==> src/rtl/pe_mac_sequencer_if.sv <==
// Operand, PE and result bundle between pe_mac_sequencer (master) and its environment (slave).
// Handshake rule for op_* and res_*: a transfer happens on a rising clk edge where valid and
// ready are both 1; valid, once raised, holds its payload stable until that edge.
interface pe_mac_sequencer_if #(
   parameter int WIDTH = 8,
   parameter int LEN_W = 8
);
   logic                 start;
   logic [LEN_W-1:0]     len;
   logic [2*WIDTH-1:0]   bias;
   logic                 busy;
   logic                 op_vld;
   logic                 op_rdy;
   logic [WIDTH-1:0]     op_data;
   logic [WIDTH-1:0]     op_weight;
   logic [WIDTH-1:0]     pe_data;
   logic [WIDTH-1:0]     pe_weight;
   logic [2*WIDTH-1:0]   pe_psum;
   logic                 pe_data_update;
   logic                 pe_weight_update;
   logic                 pe_psum_update;
   logic [2*WIDTH-1:0]   pe_out_psum;
   logic                 pe_out_psum_vld;
   logic                 res_vld;
   logic                 res_rdy;
   logic [2*WIDTH-1:0]   res_psum;
   logic                 res_err;

   modport master (
      input  start, len, bias, op_vld, op_data, op_weight, pe_out_psum, pe_out_psum_vld, res_rdy,
      output busy, op_rdy, pe_data, pe_weight, pe_psum, pe_data_update, pe_weight_update,
             pe_psum_update, res_vld, res_psum, res_err
   );

   modport slave (
      output start, len, bias, op_vld, op_data, op_weight, pe_out_psum, pe_out_psum_vld, res_rdy,
      input  busy, op_rdy, pe_data, pe_weight, pe_psum, pe_data_update, pe_weight_update,
             pe_psum_update, res_vld, res_psum, res_err
   );
endinterface

==> src/rtl/pe_mac_sequencer.sv <==
// Drives one PE through LEN multiply-accumulate terms, feeding each returned psum back in,
// and returns the accumulated psum (or a timeout error) on a valid/ready result port.
module pe_mac_sequencer #(
   parameter int WIDTH   = 8,
   parameter int LEN_W   = 8,
   parameter int TIMEOUT = 32
) (
   input  logic                clk,
   input  logic                rst,
   pe_mac_sequencer_if.master  bus,
   output logic [2:0]          fsm_state
);
   localparam int TW = $clog2(TIMEOUT);

   localparam logic [2:0] IDLE  = 3'd0;
   localparam logic [2:0] FETCH = 3'd1;
   localparam logic [2:0] ISSUE = 3'd2;
   localparam logic [2:0] WAIT  = 3'd3;
   localparam logic [2:0] DONE  = 3'd4;

   logic [2:0]         state;
   logic [2:0]         state_nxt;
   logic [LEN_W-1:0]   term_cnt;
   logic [2*WIDTH-1:0] acc;
   logic [TW-1:0]      tmo_cnt;
   logic               op_fire;
   logic               tmo_hit;

   assign op_fire   = bus.op_vld & bus.op_rdy;
   // The count reaches TIMEOUT-1 on this cycle's increment, so DONE lands TIMEOUT cycles after ISSUE.
   assign tmo_hit   = (tmo_cnt == TW'(TIMEOUT - 2));
   assign fsm_state = state;
   assign bus.res_psum = acc;

   always_comb begin
      state_nxt = state;
      case (state)
         IDLE:  if (bus.start) state_nxt = (bus.len == '0) ? DONE : FETCH;
         FETCH: if (op_fire) state_nxt = ISSUE;
         ISSUE: state_nxt = WAIT;
         WAIT: begin
            if (bus.pe_out_psum_vld)
               state_nxt = (term_cnt == LEN_W'(1)) ? DONE : FETCH;
            else if (tmo_hit)
               state_nxt = DONE;
         end
         DONE:  if (bus.res_rdy) state_nxt = IDLE;
         default: state_nxt = IDLE;
      endcase
   end

   // Status and strobe outputs are decoded from the next state so they are registered.
   always_ff @(posedge clk or negedge rst) begin
      if (!rst) begin
         state                <= IDLE;
         term_cnt             <= '0;
         acc                  <= '0;
         tmo_cnt              <= '0;
         bus.busy             <= 1'b0;
         bus.op_rdy           <= 1'b0;
         bus.pe_data          <= '0;
         bus.pe_weight        <= '0;
         bus.pe_psum          <= '0;
         bus.pe_data_update   <= 1'b0;
         bus.pe_weight_update <= 1'b0;
         bus.pe_psum_update   <= 1'b0;
         bus.res_vld          <= 1'b0;
         bus.res_err          <= 1'b0;
      end else begin
         state                <= state_nxt;
         bus.busy             <= (state_nxt != IDLE);
         bus.op_rdy           <= (state_nxt == FETCH);
         bus.pe_data_update   <= (state_nxt == ISSUE);
         bus.pe_weight_update <= (state_nxt == ISSUE);
         bus.pe_psum_update   <= (state_nxt == ISSUE);
         bus.res_vld          <= (state_nxt == DONE);
         case (state)
            IDLE: begin
               if (bus.start) begin
                  term_cnt    <= bus.len;
                  acc         <= bus.bias;
                  bus.res_err <= 1'b0;
               end
            end
            FETCH: begin
               if (op_fire) begin
                  bus.pe_data   <= bus.op_data;
                  bus.pe_weight <= bus.op_weight;
                  bus.pe_psum   <= acc;
               end
            end
            ISSUE: tmo_cnt <= '0;
            WAIT: begin
               if (bus.pe_out_psum_vld) begin
                  acc      <= bus.pe_out_psum;
                  term_cnt <= term_cnt - LEN_W'(1);
               end else begin
                  tmo_cnt <= tmo_cnt + TW'(1);
                  if (tmo_hit) bus.res_err <= 1'b1;
               end
            end
            default: ;
         endcase
      end
   end
endmodule

==> src/flat_wrapper.sv <==
// flat-port wrapper written by rule: the top's interface ports become plain ports
module pe_mac_sequencer_flat 
#(
   parameter int WIDTH   = 8,
   parameter int LEN_W   = 8,
   parameter int TIMEOUT = 32
)
  (clk, rst, fsm_state, bus_start, bus_len, bus_bias, bus_op_vld, bus_op_data, bus_op_weight, bus_pe_out_psum, bus_pe_out_psum_vld, bus_res_rdy, bus_busy, bus_op_rdy, bus_pe_data, bus_pe_weight, bus_pe_psum, bus_pe_data_update, bus_pe_weight_update, bus_pe_psum_update, bus_res_vld, bus_res_psum, bus_res_err);
  pe_mac_sequencer_if #(.WIDTH(WIDTH), .LEN_W(LEN_W)) bus_i ();
  input  logic clk;
  input  logic rst;
  output logic [2:0] fsm_state;
  input wire logic [$bits(bus_i.start)-1:0] bus_start;
  input wire logic [$bits(bus_i.len)-1:0] bus_len;
  input wire logic [$bits(bus_i.bias)-1:0] bus_bias;
  input wire logic [$bits(bus_i.op_vld)-1:0] bus_op_vld;
  input wire logic [$bits(bus_i.op_data)-1:0] bus_op_data;
  input wire logic [$bits(bus_i.op_weight)-1:0] bus_op_weight;
  input wire logic [$bits(bus_i.pe_out_psum)-1:0] bus_pe_out_psum;
  input wire logic [$bits(bus_i.pe_out_psum_vld)-1:0] bus_pe_out_psum_vld;
  input wire logic [$bits(bus_i.res_rdy)-1:0] bus_res_rdy;
  output wire logic [$bits(bus_i.busy)-1:0] bus_busy;
  output wire logic [$bits(bus_i.op_rdy)-1:0] bus_op_rdy;
  output wire logic [$bits(bus_i.pe_data)-1:0] bus_pe_data;
  output wire logic [$bits(bus_i.pe_weight)-1:0] bus_pe_weight;
  output wire logic [$bits(bus_i.pe_psum)-1:0] bus_pe_psum;
  output wire logic [$bits(bus_i.pe_data_update)-1:0] bus_pe_data_update;
  output wire logic [$bits(bus_i.pe_weight_update)-1:0] bus_pe_weight_update;
  output wire logic [$bits(bus_i.pe_psum_update)-1:0] bus_pe_psum_update;
  output wire logic [$bits(bus_i.res_vld)-1:0] bus_res_vld;
  output wire logic [$bits(bus_i.res_psum)-1:0] bus_res_psum;
  output wire logic [$bits(bus_i.res_err)-1:0] bus_res_err;
  assign bus_i.start = bus_start;
  assign bus_i.len = bus_len;
  assign bus_i.bias = bus_bias;
  assign bus_i.op_vld = bus_op_vld;
  assign bus_i.op_data = bus_op_data;
  assign bus_i.op_weight = bus_op_weight;
  assign bus_i.pe_out_psum = bus_pe_out_psum;
  assign bus_i.pe_out_psum_vld = bus_pe_out_psum_vld;
  assign bus_i.res_rdy = bus_res_rdy;
  assign bus_busy = bus_i.busy;
  assign bus_op_rdy = bus_i.op_rdy;
  assign bus_pe_data = bus_i.pe_data;
  assign bus_pe_weight = bus_i.pe_weight;
  assign bus_pe_psum = bus_i.pe_psum;
  assign bus_pe_data_update = bus_i.pe_data_update;
  assign bus_pe_weight_update = bus_i.pe_weight_update;
  assign bus_pe_psum_update = bus_i.pe_psum_update;
  assign bus_res_vld = bus_i.res_vld;
  assign bus_res_psum = bus_i.res_psum;
  assign bus_res_err = bus_i.res_err;
  pe_mac_sequencer #(.WIDTH(WIDTH), .LEN_W(LEN_W), .TIMEOUT(TIMEOUT)) u_core (.clk(clk), .rst(rst), .bus(bus_i), .fsm_state(fsm_state));
endmodule
==> config.mk <==
export PLATFORM = sky130hd
export DESIGN_NAME = pe_mac_sequencer_flat
export DESIGN_NICKNAME = d
export VERILOG_FILES = /design/src/rtl/pe_mac_sequencer_if.sv /design/src/rtl/pe_mac_sequencer.sv /design/src/flat_wrapper.sv
export SDC_FILE = /design/constraint.sdc
export NUM_CORES = 1
export LEC_CHECK = 0
export BUFFER_PORTS_ARGS = -buffer_cell sky130_fd_sc_hd__buf_2
export CORE_UTILIZATION = 25
export DETAILED_ROUTE_END_ITERATION = 8
export PLACE_DENSITY = 0.51
export SYNTH_ARGS = -nofsm -noshare
export SYNTH_HDL_FRONTEND = slang
export SYNTH_SLANG_ARGS = --single-unit
==> constraint.sdc <==
create_clock -name clk -period 2 [get_ports clk]
set_input_delay 0.2 -clock clk [delete_from_list [all_inputs] [get_ports clk]]
set_output_delay 0.2 -clock clk [all_outputs]
set_load 0.005 [all_outputs]
==> impl_summary.md, run 1 <==
Status
The run finished with clean final reports.

Detailed routing
The DRC violations left is 0. The routed via count is 2469. The detail route stage leaves a number of antenna-violating nets equal to 0. The routed wire length is about 7.5 mm. The count of TritonRoute iterations in the first routing pass is 4. After detailed routing, the average wire length per cell comes to about 14 µm. Using the TritonRoute via totals, the vias-per-cell ratio works out to 4.54. The number of DRC violations after detailed-routing iteration 0 is 136.

Timing
The minimum clock period is 1.89 ns. The achievable frequency is approximately 0.53 GHz. For the final routed database, the setup TNS stands at 0 ns. Setup violations remaining at the end of the flow were counted as 0. The final-report max-slew violation count was 0.

The final count of hold timing violations was 0. The share of the clock period used by the worst path is 0.944. The transition time of the tightest slew-check pin is 0.733 ns.

The worst slew slack as a fraction of its limit is 0.510. The clock skew after layout is 0.00597 ns.

Placement
Port buffering added 119 buffers. The final estimated routing congestion in global placement is 0.758. Counting tap cells, the placed design contains a total of 524 instances. The wire-length estimate of the detail-placed layout is 5.22 mm.

Pwr
The sequential cell fraction of total power is 0.365. The net switching share of the total power is 0.322. In this run the static leakage power is 2.08 nW. The internal portion of the total power is about 0.0044 W. The combinational share of power is 0.364. For this design the ratio of total power to cell area is 1500 nW/µm². The fraction of power consumed by the clock network is 0.271.

In this run the power spent charging and discharging nets is around 0.0021 W. IR analysis of the VDD net gives a maximum drop of 0.402 mV.

Floorplan
The initial core utilization is 0.256. The die covers 12700 µm². The die width is 113 µm. In this run the vertical extent of the chip is 113 µm. The I/O pin count is 120. The floorplan row count is 40. The core region is 12000 µm².

Setup path
The kind of cell adding the most delay to the critical path is simple AND/OR/NAND/NOR gates. The signal on the critical path passes through inv_1 > ha_1 > nand4_1 > a21o_1 > a311oi_2 > or4b_1. The flop-to-flop setup slack is 0.11 ns. The delay of the slowest cell on the worst path is 0.45 ns. The capturing element type of the critical path is a register. Counting both buffers and inverters, the worst setup path holds a total of 1.

STA puts the critical path data arrival time at 2.08 ns. The required arrival time at the worst endpoint is 2.19 ns. The endpoint of the worst-slack reg-to-reg timing path is u_core.bus.busy$_DFF_PN0_. STA classifies the critical path startpoint as a register. Measured in cells, the most critical reg-to-reg path has a length of 6.

The maximum fanout count along the critical path is 4. The class of the most critical setup path is reg -> reg. The worst register-to-register path begins at u_core.tmo_cnt[0]$_DFFE_PN0P_. The critical path's slowest cell is sky130_fd_sc_hd__or4b_1.

Final layout
Of the cells placed in the final design, the portion with a size suffix greater than 1 is 0.491. The final-stage net count is ~460. The non-filler instance count after layout is 544. Measured on the finished design, the core utilization comes to 0.358. Summing all flip-flop and latch instances after layout gives between 1500 and 2000 µm². The number of inserted filler cells in the final layout is 1218. Compared with the post-synthesis result, the final layout area differs by 39.6%. The number of antenna cells inserted is 0. The area of combinational cells with multiple inputs is between 1000 and 1500 µm².

Global routing
The first global-routing pass estimated roughly 11 mm of wire. The overall routing resource usage is 0.116. The largest net degree at the start of global routing is 55. Global routing finished with a remaining overflow of 0.

The number of antenna violations at the first check in global routing is 0. The via count of the first global-routing pass came to 2263.

Yosys
A synthesized cell averages 11.8 µm². During synthesis, Yosys emitted a total of 0 warnings. The dominant synthesized flop cell is sky130_fd_sc_hd__dfrtp_1.

Yosys mapped the design onto 40 distinct sky130hd cell types. The share of the Yosys chip area taken by registers is 0.561. The post-synthesis instance total is 260. In this run, synthesis inferred 0 flip-flops with an integrated enable. In the synthesized netlist the async set-or-reset flop fraction comes to 1.00.

Counting every net in the synthesized netlist gives 326. The count of state elements after synthesis is 69. The netlist area before placement is 3080 µm².

Worst hold path
The cell depth of the worst min-delay path is 2. The path class of the tightest hold or removal check is in -> reg. The path with the worst hold slack has its endpoint at u_core.bus.pe_weight[3]$_DFFE_PN0P_. The start point of the worst hold path is bus_op_weight[3].

Clock tree
TritonCTS built the clock tree. The total clock sinks is 69. No sink is reached through more buffers than the 2 on the longest clock path. The total CTS buffers is 9. The cell sitting at the root of the clock tree is a sky130_fd_sc_hd__clkbuf_16. At the later pin of the worst-skew pair, clock insertion delay measures 0.32 ns. The clock edge transition at the registers on the reported setup and hold paths is 0.06 ns. The number of levels the H-tree was split into is 3.

Run
Across the run, the number of max-cap violations was 0.
-- what timing repair did --
action,4_1_cts,5_1_grt
hold buffers,1,0
hold endpoints to repair,15,0
setup endpoints to repair,0,25
setup buffers,0,2
resized for setup,0,2
-- worst max-delay path by stage --
stage                                         startpoint                             end  slack, ns  cells after the start
after floorplan           u_core.term_cnt[6]$_DFFE_PN0P_       u_core.bus.busy$_DFF_PN0_       0.21                      4
after global placement                        bus_len[5]       u_core.bus.busy$_DFF_PN0_       0.12                      6
after detailed placement   u_core.fsm_state[0]$_DFF_PN0_  u_core.term_cnt[4]$_DFFE_PN0P_       0.08                      4
after CTS                  u_core.fsm_state[0]$_DFF_PN0_  u_core.term_cnt[4]$_DFFE_PN0P_       0.07                      4
after global routing       u_core.tmo_cnt[0]$_DFFE_PN0P_       u_core.bus.busy$_DFF_PN0_   -0.00006                      6
final                      u_core.tmo_cnt[0]$_DFFE_PN0P_       u_core.bus.busy$_DFF_PN0_       0.11                      6
-- cell usage in the layout (no fill, tap or decap), drive strengths merged, types with 2 or more instances in the layout --
master	netlist	final
buf	10	134
dfrtp	69	69
mux2	32	32
o21ai	31	31
nand2	19	19
nor2	17	17
mux2i	16	16
clkbuf	5	11
a21oi	9	10
inv	5	6
ha	4	4
nand4	4	4
nand3b	3	3
nand3	3	3
nor3	3	3
xor2	3	3
or4	3	3
nor4b	3	3
nor4	2	2
nand2b	2	2
or2	2	2
a221o	2	2
a22oi	2	2
bufinv	0	2
-- kinds of logic (layout without fill, tap and decap cells) --
kind of cell             after synthesis  count (layout)  share of synthesized area
AO/OA/AOI/OAI                         49              50                     0.0911
flip-flops                            69              69                      0.561
XOR/XNOR                               3               3                    0.00855
multiplexers                          48              48                      0.169
AND/OR/NAND/NOR                       67              67                      0.123
adder cells (fa/ha/maj)                4               4                     0.0163
buffers and inverters                 20             156                     0.0305
-- registers in the layout, indices dropped and copies added, names as in the netlist, 3 cells and up --
register / flops
u_core.bus.pe_data: 8
u_core.bus.pe_psum: 16
u_core.bus.pe_weight: 8
u_core.bus.res_psum: 16
u_core.fsm_state: 3
u_core.term_cnt: 8
u_core.tmo_cnt: 5
-- Yosys cell counts (3+ instances only) --
cell / number / area (µm²)
sky130_fd_sc_hd__xor2_1: 3 / 26.3
sky130_fd_sc_hd__a21oi_1: 9 / 45.0
sky130_fd_sc_hd__buf_2: 6 / 30.0
sky130_fd_sc_hd__nor3_1: 3 / 15.0
sky130_fd_sc_hd__inv_1: 5 / 18.8
sky130_fd_sc_hd__dfrtp_1: 69 / 1730
sky130_fd_sc_hd__mux2_2: 32 / 360
sky130_fd_sc_hd__nand3_1: 3 / 15.0
sky130_fd_sc_hd__nor2_1: 16 / 60.1
sky130_fd_sc_hd__mux2i_1: 16 / 160
sky130_fd_sc_hd__o21ai_0: 31 / 155
sky130_fd_sc_hd__buf_4: 3 / 22.5
sky130_fd_sc_hd__ha_1: 4 / 50.1
sky130_fd_sc_hd__clkbuf_1: 5 / 18.8
sky130_fd_sc_hd__nand2_1: 19 / 71.3
sky130_fd_sc_hd__nand4_1: 3 / 18.8
sky130_fd_sc_hd__nand3b_1: 3 / 22.5
-- worst reg2reg max path, stage by stage, from the launching register on --
cell and delay, ns:
sky130_fd_sc_hd__dfrtp_1 0.40, sky130_fd_sc_hd__inv_1 0.08, sky130_fd_sc_hd__ha_1 0.15, sky130_fd_sc_hd__nand4_1 0.15, sky130_fd_sc_hd__a21o_1 0.23, sky130_fd_sc_hd__a311oi_2 0.29, sky130_fd_sc_hd__or4b_1 0.45
-- layer usage --
| layer | GRT usage | part of all wire | up-vias |
|---|---|---|---|
| li1 | - | - | 1197 |
| met1 | 0.153 | 0.46 | 1198 |
| met2 | 0.186 | 0.48 | 69 |
| met3 | 0.0311 | 0.053 | 5 |
| met4 | 0.0395 | 0.0089 | 0 |
| met5 | 0 | 0 | - |
-- stage by stage --
step	total power, W	hold WS (ns)	worst slack (ns)	instance area (µm²)
floorplan	0.00366	-0.0956	0.207	3080
global placement	0.00464	0.148	0.123	3910
detailed placement	0.00469	0.151	0.0772	3910
CTS	0.00648	0.0956	0.0676	4250
global route	0.00694	0.102	-0.0000648	4290
finish	0.00644	0.114	0.113	4290
-- cell type report --
class / instances / area share
Sequential cell: 69 / 0.402
Multi-Input combinational cell: 172 / 0.303
Timing Repair Buffer: 135 / 0.170
Clock buffer: 11 / 0.0589
Tap cell: 147 / 0.0428
Clock inverter: 5 / 0.0189
Inverter: 5 / 0.00437
-- power groups by stage --
stage          combinational [W]  sequential [W]  clock [W]
2_1_floorplan            0.00122         0.00243          0
3_3_place_gp             0.00228         0.00236          0
3_5_place_dp             0.00230         0.00238          0
4_1_cts                  0.00231         0.00236    0.00180
5_1_grt                  0.00262         0.00244    0.00188
6_report                 0.00234         0.00235    0.00174
Power figures use the tool's default switching activity.
==> run 2, diff against run 1 <==
--- a/config.mk
+++ b/config.mk
@@ -6,9 +6,10 @@
 export NUM_CORES = 1
 export LEC_CHECK = 0
 export BUFFER_PORTS_ARGS = -buffer_cell sky130_fd_sc_hd__buf_2
-export CORE_UTILIZATION = 25
+export CORE_UTILIZATION = 40
+export CTS_CLUSTER_SIZE = 24
 export DETAILED_ROUTE_END_ITERATION = 8
-export PLACE_DENSITY = 0.51
+export PLACE_DENSITY = 0.74
 export SYNTH_ARGS = -nofsm -noshare
 export SYNTH_HDL_FRONTEND = slang
 export SYNTH_SLANG_ARGS = --single-unit
==> constraint.sdc (replaced) <==
create_clock -name clk -period 1.7 [get_ports clk]
set_input_delay 0.17 -clock clk [delete_from_list [all_inputs] [get_ports clk]]
set_output_delay 0.17 -clock clk [all_outputs]
set_load 0.005 [all_outputs]
==> impl_summary.md, run 2 (same netlist as run 1, synthesis figures left out) <==
Status
Result of the run: complete, but fails checks (was finished, final reports clean). The checks that failed: negative setup slack.

Setup path
The required arrival time at the worst endpoint is 1.90 ns (was 2.19 ns). The flop-to-flop setup slack is -0.14 ns (was 0.11 ns). The endpoint of the worst-slack reg-to-reg timing path is u_core.bus.busy$_DFF_PN0_ (unchanged).

The reg-to-reg startpoint is u_core.term_cnt[7]$_DFFE_PN0P_ (was u_core.tmo_cnt[0]$_DFFE_PN0P_). Critical Path, Cell by Cell: nor4_4 > nand4_2 > a311oi_2 > or4b_1 (was inv_1 > ha_1 > nand4_1 > a21o_1 > a311oi_2 > or4b_1). The arrival time reported for the critical path endpoint is 2.04 ns (was 2.08 ns).

The total buffers and inverters traversed by the critical path was 0 (was 1). The maximum fanout count along the critical path is 2 (was 4). The cell count of the worst reg-to-reg path was 4 (was 6). The delay of the slowest cell on the worst path is 0.46 ns (was 0.45 ns).

The class of the most critical setup path is reg -> reg (unchanged). The kind of cell adding the most delay to the critical path is simple AND/OR/NAND/NOR gates (unchanged). The capturing element type of the critical path is a register (unchanged). The critical path's slowest cell is sky130_fd_sc_hd__or4b_1 (unchanged). The kind of launch point of the worst setup path was a register (unchanged).

Pwr
The net switching power is 0.00244 W (was 0.00207 W). The fraction of power consumed by the clock network was 0.165 (was 0.271). The maximum ir drop on the vdd rail is 0.679 mV (was 0.402 mV). The internal power was 0.00466 W (was 0.00436 W). The net switching share of the total power is 0.344 (was 0.322).

The combinational share of power is 0.441 (was 0.364). The power per unit of standard cell area is 1650 nW/µm² (was 1500 nW/µm²). The power consumption is 0.00710 W (was 0.00644 W). The sequential cell fraction of total power is 0.394 (was 0.365).

The standby leakage power is 2.13 nW (was 2.08 nW).

Detailed routing
The top routing layer in use was met4 (unchanged). The length of routed met3 wiring was 410 µm (was 401 µm). The remaining number of nets flagged by the antenna check after routing was 0 (unchanged). The routed via count is 2498 (was 2469). The count of TritonRoute iterations in the first routing pass is 4 (unchanged). The DRC violations left is 0 (unchanged).

The number of DRC violations after detailed-routing iteration 0 is 64 (was 136). The number of vias per cell is 4.86 (was 4.54). The routed wire length is 6.90 mm (was 7.50 mm). The per-cell routed wire length is 13.4 µm (was 13.8 µm). The total routed wire length on the met1 layer was 2.98 mm (was 3.42 mm). The length of routed met2 wiring is 3.35 mm (was 3.60 mm).

Global routing
The via count of the first global-routing pass is 2345 (was 2263). The number of antenna violations at the first check in global routing is 0 (unchanged). The total global routing overflow came to 0 (unchanged).

The wire length of the first global-routing pass is 10.5 mm (was 11.5 mm). The overall routing resource usage came to 0.179 (was 0.116). The largest net degree at the start of global routing is 70 (was 55).

Clock tree
The total CTS buffers is 9 (unchanged). The total clock sinks is 69 (unchanged). The CTS tree is done (unchanged). The maximum count of clock buffers along a single path is 2 (unchanged). The clock edge transition at the registers on the reported setup and hold paths is 0.08 ns (was 0.06 ns). The buffer type at the clock tree root is sky130_fd_sc_hd__clkbuf_8 (was sky130_fd_sc_hd__clkbuf_16). The number of levels the H-tree was split into came to 3 (unchanged). The clock insertion delay at the later pin of the skew report is 0.34 ns (was 0.32 ns).

Floorplan
The die width is 89.7 µm (was 113 µm). The floorplan die height was 89.7 µm (was 113 µm). The die outline area came to 8040 µm² (was 12700 µm²). The initial core utilization came to 0.420 (was 0.256). The floorplan row count is 31 (was 40).

The placeable core area was 7330 µm² (was 12000 µm²). The I/O pin count is 120 (unchanged).

Final layout
The most common cell after layout, fill and taps aside is sky130_fd_sc_hd__buf_2 (unchanged). The non-filler instance count after layout came to 514 (was 544). The post-synthesis to final-layout area growth is 40.0% (was 39.6%). The final-stage net count is 476 (was 458).

Most frequent cells in the layout: sky130_fd_sc_hd__buf_2, sky130_fd_sc_hd__dfrtp_1, sky130_fd_sc_hd__mux2_2 (unchanged). The number of antenna cells inserted was 0 (unchanged). The share of post-route cells with drive strength above 1 is 0.530 (was 0.491).

Placement
The count of input and output buffers came to 119 (unchanged). The final estimated routing congestion in global placement is 0.787 (was 0.758). The detailed placer's ending HPWL is 5.05 mm (was 5.22 mm).

The number of placed instances, taps included is 495 (was 524).

Timing
The worst slew slack as a fraction of its limit came to 0.687 (was 0.510). The final-report max-slew violation count was 0 (unchanged). The share of the clock period used by the worst path is 1.08 (was 0.944).

The clock skew after layout was 0.00822 ns (was 0.00597 ns). The minimum setup slack in the final design is -0.137 ns (was 0.113 ns). The transition time of the tightest slew-check pin is 0.463 ns (was 0.733 ns). Setup repair after global routing could not meet its margin everywhere. The minimum clock period came to 1.84 ns (was 1.89 ns).

The achievable frequency is 0.544 GHz (was 0.530 GHz). The final count of hold timing violations is 0 (unchanged). The final-layout worst hold slack was 0.0648 ns (was 0.114 ns). The count of endpoints failing setup in the final report is 25 (was 0).

Worst hold path
The type of the worst min-delay path is in -> reg (unchanged). The cell depth of the worst min-delay path is 2 (unchanged). The end point of the worst hold path is u_core.bus.pe_data[6]$_DFFE_PN0P_ (was u_core.bus.pe_weight[3]$_DFFE_PN0P_).

The start point of the worst hold path is bus_op_data[6] (was bus_op_weight[3]).

Run
The number of maximum-capacitance violations is 0 (unchanged).
-- run 2: cell types whose count changed in the layout (fill, tap and decap cells not counted), sizes merged --
| cell | change |
|---|---|
| buf | +19 |
| inv | -1 |
| clkinv | +3 |
| clkbuf | -1 |
| clkinvlp | +1 |
| bufinv | -2 |
| a21oi | -1 |
-- run 2: cell type report --
type | instances | area, µm²
clock inverter | 6 | 38.8
fill | 634 | 3030
sequential | 69 | 1730
tap | 99 | 124
inverter | 5 | 18.8
timing repair buffer | 154 | 935
multi-input combinational | 171 | 1320
clock buffer | 10 | 138
-- run 2: worst max path at each step --
stage                                        start                         to  slack, ns  cells after the start
finish              u_core.term_cnt[7]$_DFFE_PN0P_  u_core.bus.busy$_DFF_PN0_      -0.14                      4
global route         u_core.tmo_cnt[0]$_DFFE_PN0P_  u_core.bus.busy$_DFF_PN0_      -0.24                      6
CTS                 u_core.term_cnt[7]$_DFFE_PN0P_  u_core.bus.busy$_DFF_PN0_      -0.11                      4
detailed placement                      bus_len[5]  u_core.bus.busy$_DFF_PN0_      -0.13                      6
global placement                        bus_len[5]  u_core.bus.busy$_DFF_PN0_      -0.08                      6
floorplan           u_core.term_cnt[6]$_DFFE_PN0P_  u_core.bus.busy$_DFF_PN0_      -0.03                      4
-- run 2: repair_timing --
action | 4_1_cts | 5_1_grt
endpoints found under the hold margin | 69 | 0
pin swaps | 1 | 1
resized for setup | 7 | 7
setup buffers | 1 | 1
hold buffers | 1 | 0
setup endpoints to repair | 7 | 53
-- run 2: metal layers --
metal,vias up,GRT usage
li1,1230,-
met1,1167,0.212
met2,88,0.309
met3,13,0.0329
met4,0,0.0952
met5,-,0
-- run 2: stage by stage --
step / setup slack, ns / setup TNS [ns] / instance area (µm²) / util
floorplan: -0.0291 / -0.0291 / 3090 / -
global placement: -0.0841 / -0.0841 / 4040 / 0.551
detailed placement: -0.126 / -0.126 / 4040 / 0.551
CTS: -0.107 / -0.110 / 4260 / 0.582
global route: -0.245 / -1.69 / 4310 / 0.587
finish: -0.137 / -0.365 / 4310 / 0.587
-- run 2: power groups by stage --
stage | registers (W) | logic [W] | clock network, W
final | 0.00279 | 0.00313 | 0.00117
after global placement | 0.00277 | 0.00295 | 0
after CTS | 0.00280 | 0.00308 | 0.00121
after detailed placement | 0.00280 | 0.00304 | 0
after floorplan | 0.00288 | 0.00145 | 0
after global routing | 0.00289 | 0.00352 | 0.00128
==> run 3, diff against run 2 <==
--- a/config.mk
+++ b/config.mk
@@ -5,11 +5,13 @@
 export SDC_FILE = /design/constraint.sdc
 export NUM_CORES = 1
 export LEC_CHECK = 0
+export ABC_AREA = 1
 export BUFFER_PORTS_ARGS = -buffer_cell sky130_fd_sc_hd__buf_2
+export CORE_MARGIN = 4
 export CORE_UTILIZATION = 40
 export CTS_CLUSTER_SIZE = 24
 export DETAILED_ROUTE_END_ITERATION = 8
-export PLACE_DENSITY = 0.74
+export PLACE_DENSITY = 0.73
 export SYNTH_ARGS = -nofsm -noshare
 export SYNTH_HDL_FRONTEND = slang
 export SYNTH_SLANG_ARGS = --single-unit
==> constraint.sdc (replaced) <==
create_clock -name clk -period 1.7 [get_ports clk]
set_input_delay 0.34 -clock clk [delete_from_list [all_inputs] [get_ports clk]]
set_output_delay 0.34 -clock clk [all_outputs]
set_load 0.005 [all_outputs]
==> impl_summary.md, run 3 <==
Status
Result of the run: finished, final reports clean (was complete, but fails checks).

Detailed routing
The per-cell routed wire length is 13.6 µm (was 13.4 µm). The DRC violations left is 0 (unchanged). The routed wire length is 8.50 mm (was 6.90 mm). The count of TritonRoute iterations in the first routing pass came to 4 (unchanged). The number of vias per cell is 4.83 (was 4.86).

The number of DRC violations after detailed-routing iteration 0 is 187 (was 64). The remaining number of nets flagged by the antenna check after routing is 0 (unchanged). The routed via count came to 3025 (was 2498).

Global routing
The largest net degree at the start of global routing is 70 (unchanged). The via count of the first global-routing pass is 2908 (was 2345). The total global routing overflow was 0 (unchanged).

The overall routing resource usage is 0.177 (was 0.179). The number of antenna violations at the first check in global routing is 0 (unchanged). The wire length of the first global-routing pass is 13.9 mm (was 10.5 mm).

Final layout
Most frequent cells in the layout: sky130_fd_sc_hd__nand2_1, sky130_fd_sc_hd__buf_2, sky130_fd_sc_hd__dfrtp_1 (was sky130_fd_sc_hd__buf_2, sky130_fd_sc_hd__dfrtp_1, sky130_fd_sc_hd__mux2_2). The final standard cell utilization of the core came to 0.540 (was 0.587). The final-stage net count came to 586 (was 476).

The share of post-route cells with drive strength above 1 was 0.309 (was 0.530). The number of antenna cells inserted is 0 (unchanged). The post-synthesis to final-layout area growth is 29.7% (was 40.0%). The most common cell after layout, fill and taps aside was sky130_fd_sc_hd__nand2_1 (was sky130_fd_sc_hd__buf_2).

Pwr
The net switching share of the total power is 0.381 (was 0.344). The net switching power is 0.00283 W (was 0.00244 W). The standby leakage power was 2.35 nW (was 2.13 nW). The maximum ir drop on the vdd rail is 0.590 mV (was 0.679 mV).

The fraction of power consumed by the clock network is 0.214 (was 0.165). The sequential cell fraction of total power came to 0.387 (was 0.394). The combinational share of power is 0.399 (was 0.441).

The internal power is 0.00461 W (was 0.00466 W). The power per unit of standard cell area came to 1760 nW/µm² (was 1650 nW/µm²).

Yosys
The netlist area before placement is 3270 µm² (was 3080 µm²). The cell type with the largest total area after synthesis was sky130_fd_sc_hd__dfrtp_1 (unchanged). The most used standard cell by instance count after synthesis is sky130_fd_sc_hd__nand2_1 (was sky130_fd_sc_hd__dfrtp_1). The post-synthesis average cell area came to 8.19 µm² (was 11.8 µm²). The post-synthesis instance total is 399 (was 260).

The proportion of synthesized flip-flops having asynchronous set or reset is 1.00 (unchanged). The synthesis warning total is 0 (unchanged). Top cells by count, synth: sky130_fd_sc_hd__nand2_1, sky130_fd_sc_hd__dfrtp_1, sky130_fd_sc_hd__nor2_1, sky130_fd_sc_hd__inv_1, sky130_fd_sc_hd__o21ai_0 (was sky130_fd_sc_hd__dfrtp_1, sky130_fd_sc_hd__mux2_2, sky130_fd_sc_hd__o21ai_0, sky130_fd_sc_hd__nand2_1). The top cell type's share of synthesized area was 0.528 (was 0.561).

The post-synthesis sequential area ratio is 0.528 (was 0.561). The number of enable-type register cells in the synthesized netlist came to 0 (unchanged). The net count after synthesis was 465 (was 326). Top post-synthesis cells by area: sky130_fd_sc_hd__dfrtp_1, sky130_fd_sc_hd__nand2_1, sky130_fd_sc_hd__nor2_1 (was sky130_fd_sc_hd__dfrtp_1, sky130_fd_sc_hd__mux2_2, sky130_fd_sc_hd__mux2i_1). The dominant synthesized flop cell is sky130_fd_sc_hd__dfrtp_1 (unchanged). The count of state elements after synthesis is 69 (unchanged).

The number of library cell types mapped by synthesis is 26 (was 40).

Setup path
The kind of cell adding the most delay to the critical path is buffers and inverters (was simple AND/OR/NAND/NOR gates). The kind of launch point of the worst setup path is a register (unchanged). The delay of the slowest cell on the worst path is 0.42 ns (was 0.46 ns). The total buffers and inverters traversed by the critical path came to 3 (was 0). The arrival time reported for the critical path endpoint is 1.82 ns (was 2.04 ns). The maximum fanout count along the critical path is 27 (was 2). The capturing element type of the critical path is a register (unchanged). The class of the most critical setup path is reg -> reg (unchanged). The critical path's slowest cell is sky130_fd_sc_hd__dfrtp_1 (was sky130_fd_sc_hd__or4b_1).

The required arrival time at the worst endpoint is 1.95 ns (was 1.90 ns). Critical Path, Cell by Cell: inv_1 > nand3_4 > buf_4 > clkinv_4 > nor2_1 > o31ai_2 (was nor4_4 > nand4_2 > a311oi_2 > or4b_1).

Timing
The final-layout worst hold slack came to 0.00243 ns (was 0.0648 ns). The sum of negative setup slack is 0 ns (was -0.365 ns). The share of the clock period used by the worst path is 0.922 (was 1.08). The transition time of the tightest slew-check pin came to 0.448 ns (was 0.463 ns). The clock skew after layout came to 0.0104 ns (was 0.00822 ns). The final count of hold timing violations is 0 (unchanged).

The count of endpoints failing setup in the final report was 0 (was 25). The minimum setup slack in the final design is 0.132 ns (was -0.137 ns). Unrepaired setup endpoints after global routing: false (was true). The final-report max-slew violation count was 0 (unchanged). The minimum clock period is 1.57 ns (was 1.84 ns). The worst slew slack as a fraction of its limit is 0.699 (was 0.687). The achievable frequency was 0.638 GHz (was 0.544 GHz).

Clock tree
The maximum count of clock buffers along a single path was 2 (unchanged). The total CTS buffers came to 9 (unchanged). The buffer count from post-CTS setup fixing came to 0 (was 1). The clock edge transition at the registers on the reported setup and hold paths came to 0.08 ns (about the same). The buffer type at the clock tree root is sky130_fd_sc_hd__clkbuf_8 (unchanged). The CTS tree is done (unchanged). The hold buffer count at CTS came to 0 (was 1). The clock insertion delay at the later pin of the skew report is 0.35 ns (was 0.34 ns). The post-cts sizing count is 0 (was 7). The number of levels the H-tree was split into was 3 (unchanged). The total clock sinks came to 69 (unchanged).

Floorplan
The floorplan die height is 98.4 µm (was 89.7 µm). The die outline area is 9680 µm² (was 8040 µm²). The die width was 98.4 µm (was 89.7 µm). The initial core utilization is 0.416 (was 0.420). The placeable core area is 7850 µm² (was 7330 µm²).

The floorplan row count is 32 (was 31). The I/O pin count was 120 (unchanged).

Placement
The detailed placer's ending HPWL is 6.00 mm (was 5.05 mm). The final estimated routing congestion in global placement is 0.812 (was 0.787). The pre-CTS worst setup slack was 0.162 ns (was -0.126 ns). The count of input and output buffers was 119 (unchanged).

Run
The number of maximum-capacitance violations is 0 (unchanged).

Worst hold path
The type of the worst min-delay path is in -> async (was in -> reg).
-- run 3: cell types whose count changed in the layout (fill, tap and decap cells not counted), sizes merged, moves of 16 or more --
cell / previous run / this run
mux2: 32 / 0
o31ai: 0 / 16
buf: 153 / 126
mux2i: 16 / 0
nand2: 19 / 165
nor2: 17 / 67
-- run 3: per-layer routing --
metal | up-vias | global-route usage | part of all wire
li1 | 1489 | - | -
met5 | - | 0 | 0
met1 | 1416 | 0.226 | 0.43
met3 | 17 | 0.0579 | 0.066
met2 | 103 | 0.282 | 0.48
met4 | 0 | 0.0662 | 0.024
-- run 3: layout make-up --
type / count / area [µm²]
fillers: 749 / 3610
flip-flops and latches: 69 / 1730
multi-input cells: 292 / 1350
repair buffers: 127 / 711
well taps: 102 / 128
clock buffers: 9 / 124
clock inverters: 6 / 113
inverters: 21 / 83.8
-- run 3: logic make-up (layout without fill, tap and decap cells) --
| family | count (synthesis) | after routing | synth area share |
|---|---|---|---|
| and+or+nand+nor | 248 | 248 | 0.301 |
| DFF | 69 | 69 | 0.528 |
| AOI/OAI and AO/OA | 39 | 39 | 0.0934 |
| buffers and inverters | 38 | 163 | 0.0593 |
| adders and majority gates | 4 | 4 | 0.0153 |
| xor gates and xnor gates | 1 | 1 | 0.00268 |
-- run 3: worst paths after layout --
path                                                      from                                  end  slack, ns  cells past startpoint
max                              u_core.fsm_state[2]$_DFF_PN0_  u_core.bus.res_psum[12]$_DFFE_PN0P_       0.13                      6
min                                                        rst    u_core.bus.pe_data[0]$_DFFE_PN0P_      0.002                      2
max reg2reg                      u_core.fsm_state[2]$_DFF_PN0_  u_core.bus.res_psum[12]$_DFFE_PN0P_       0.13                      6
min reg2reg                u_core.bus.pe_weight[3]$_DFFE_PN0P_  u_core.bus.pe_weight[3]$_DFFE_PN0P_       0.48                      2
max in group asynchronous                                  rst        u_core.fsm_state[0]$_DFF_PN0_       1.39                      2
min in group clk                                bus_op_data[2]    u_core.bus.pe_data[2]$_DFFE_PN0P_       0.18                      3
-- run 3: power groups by stage --
stage          clock network [W]  logic [W]  registers, W
2_1_floorplan                  0    0.00177       0.00287
3_3_place_gp                   0    0.00282       0.00286
3_5_place_dp                   0    0.00290       0.00289
4_1_cts                  0.00163    0.00293       0.00287
5_1_grt                  0.00170    0.00338       0.00298
6_report                 0.00159    0.00297       0.00288
-- run 3: stage by stage --
step / area (µm²) / total power [W] / cells
floorplan: 3270 / 0.00465 / 399
detailed placement: 3970 / 0.00579 / 610
global route: 4240 / 0.00805 / 626
finish: 4240 / 0.00744 / 626
CTS: 4210 / 0.00743 / 625
global placement: 3970 / 0.00568 / 610
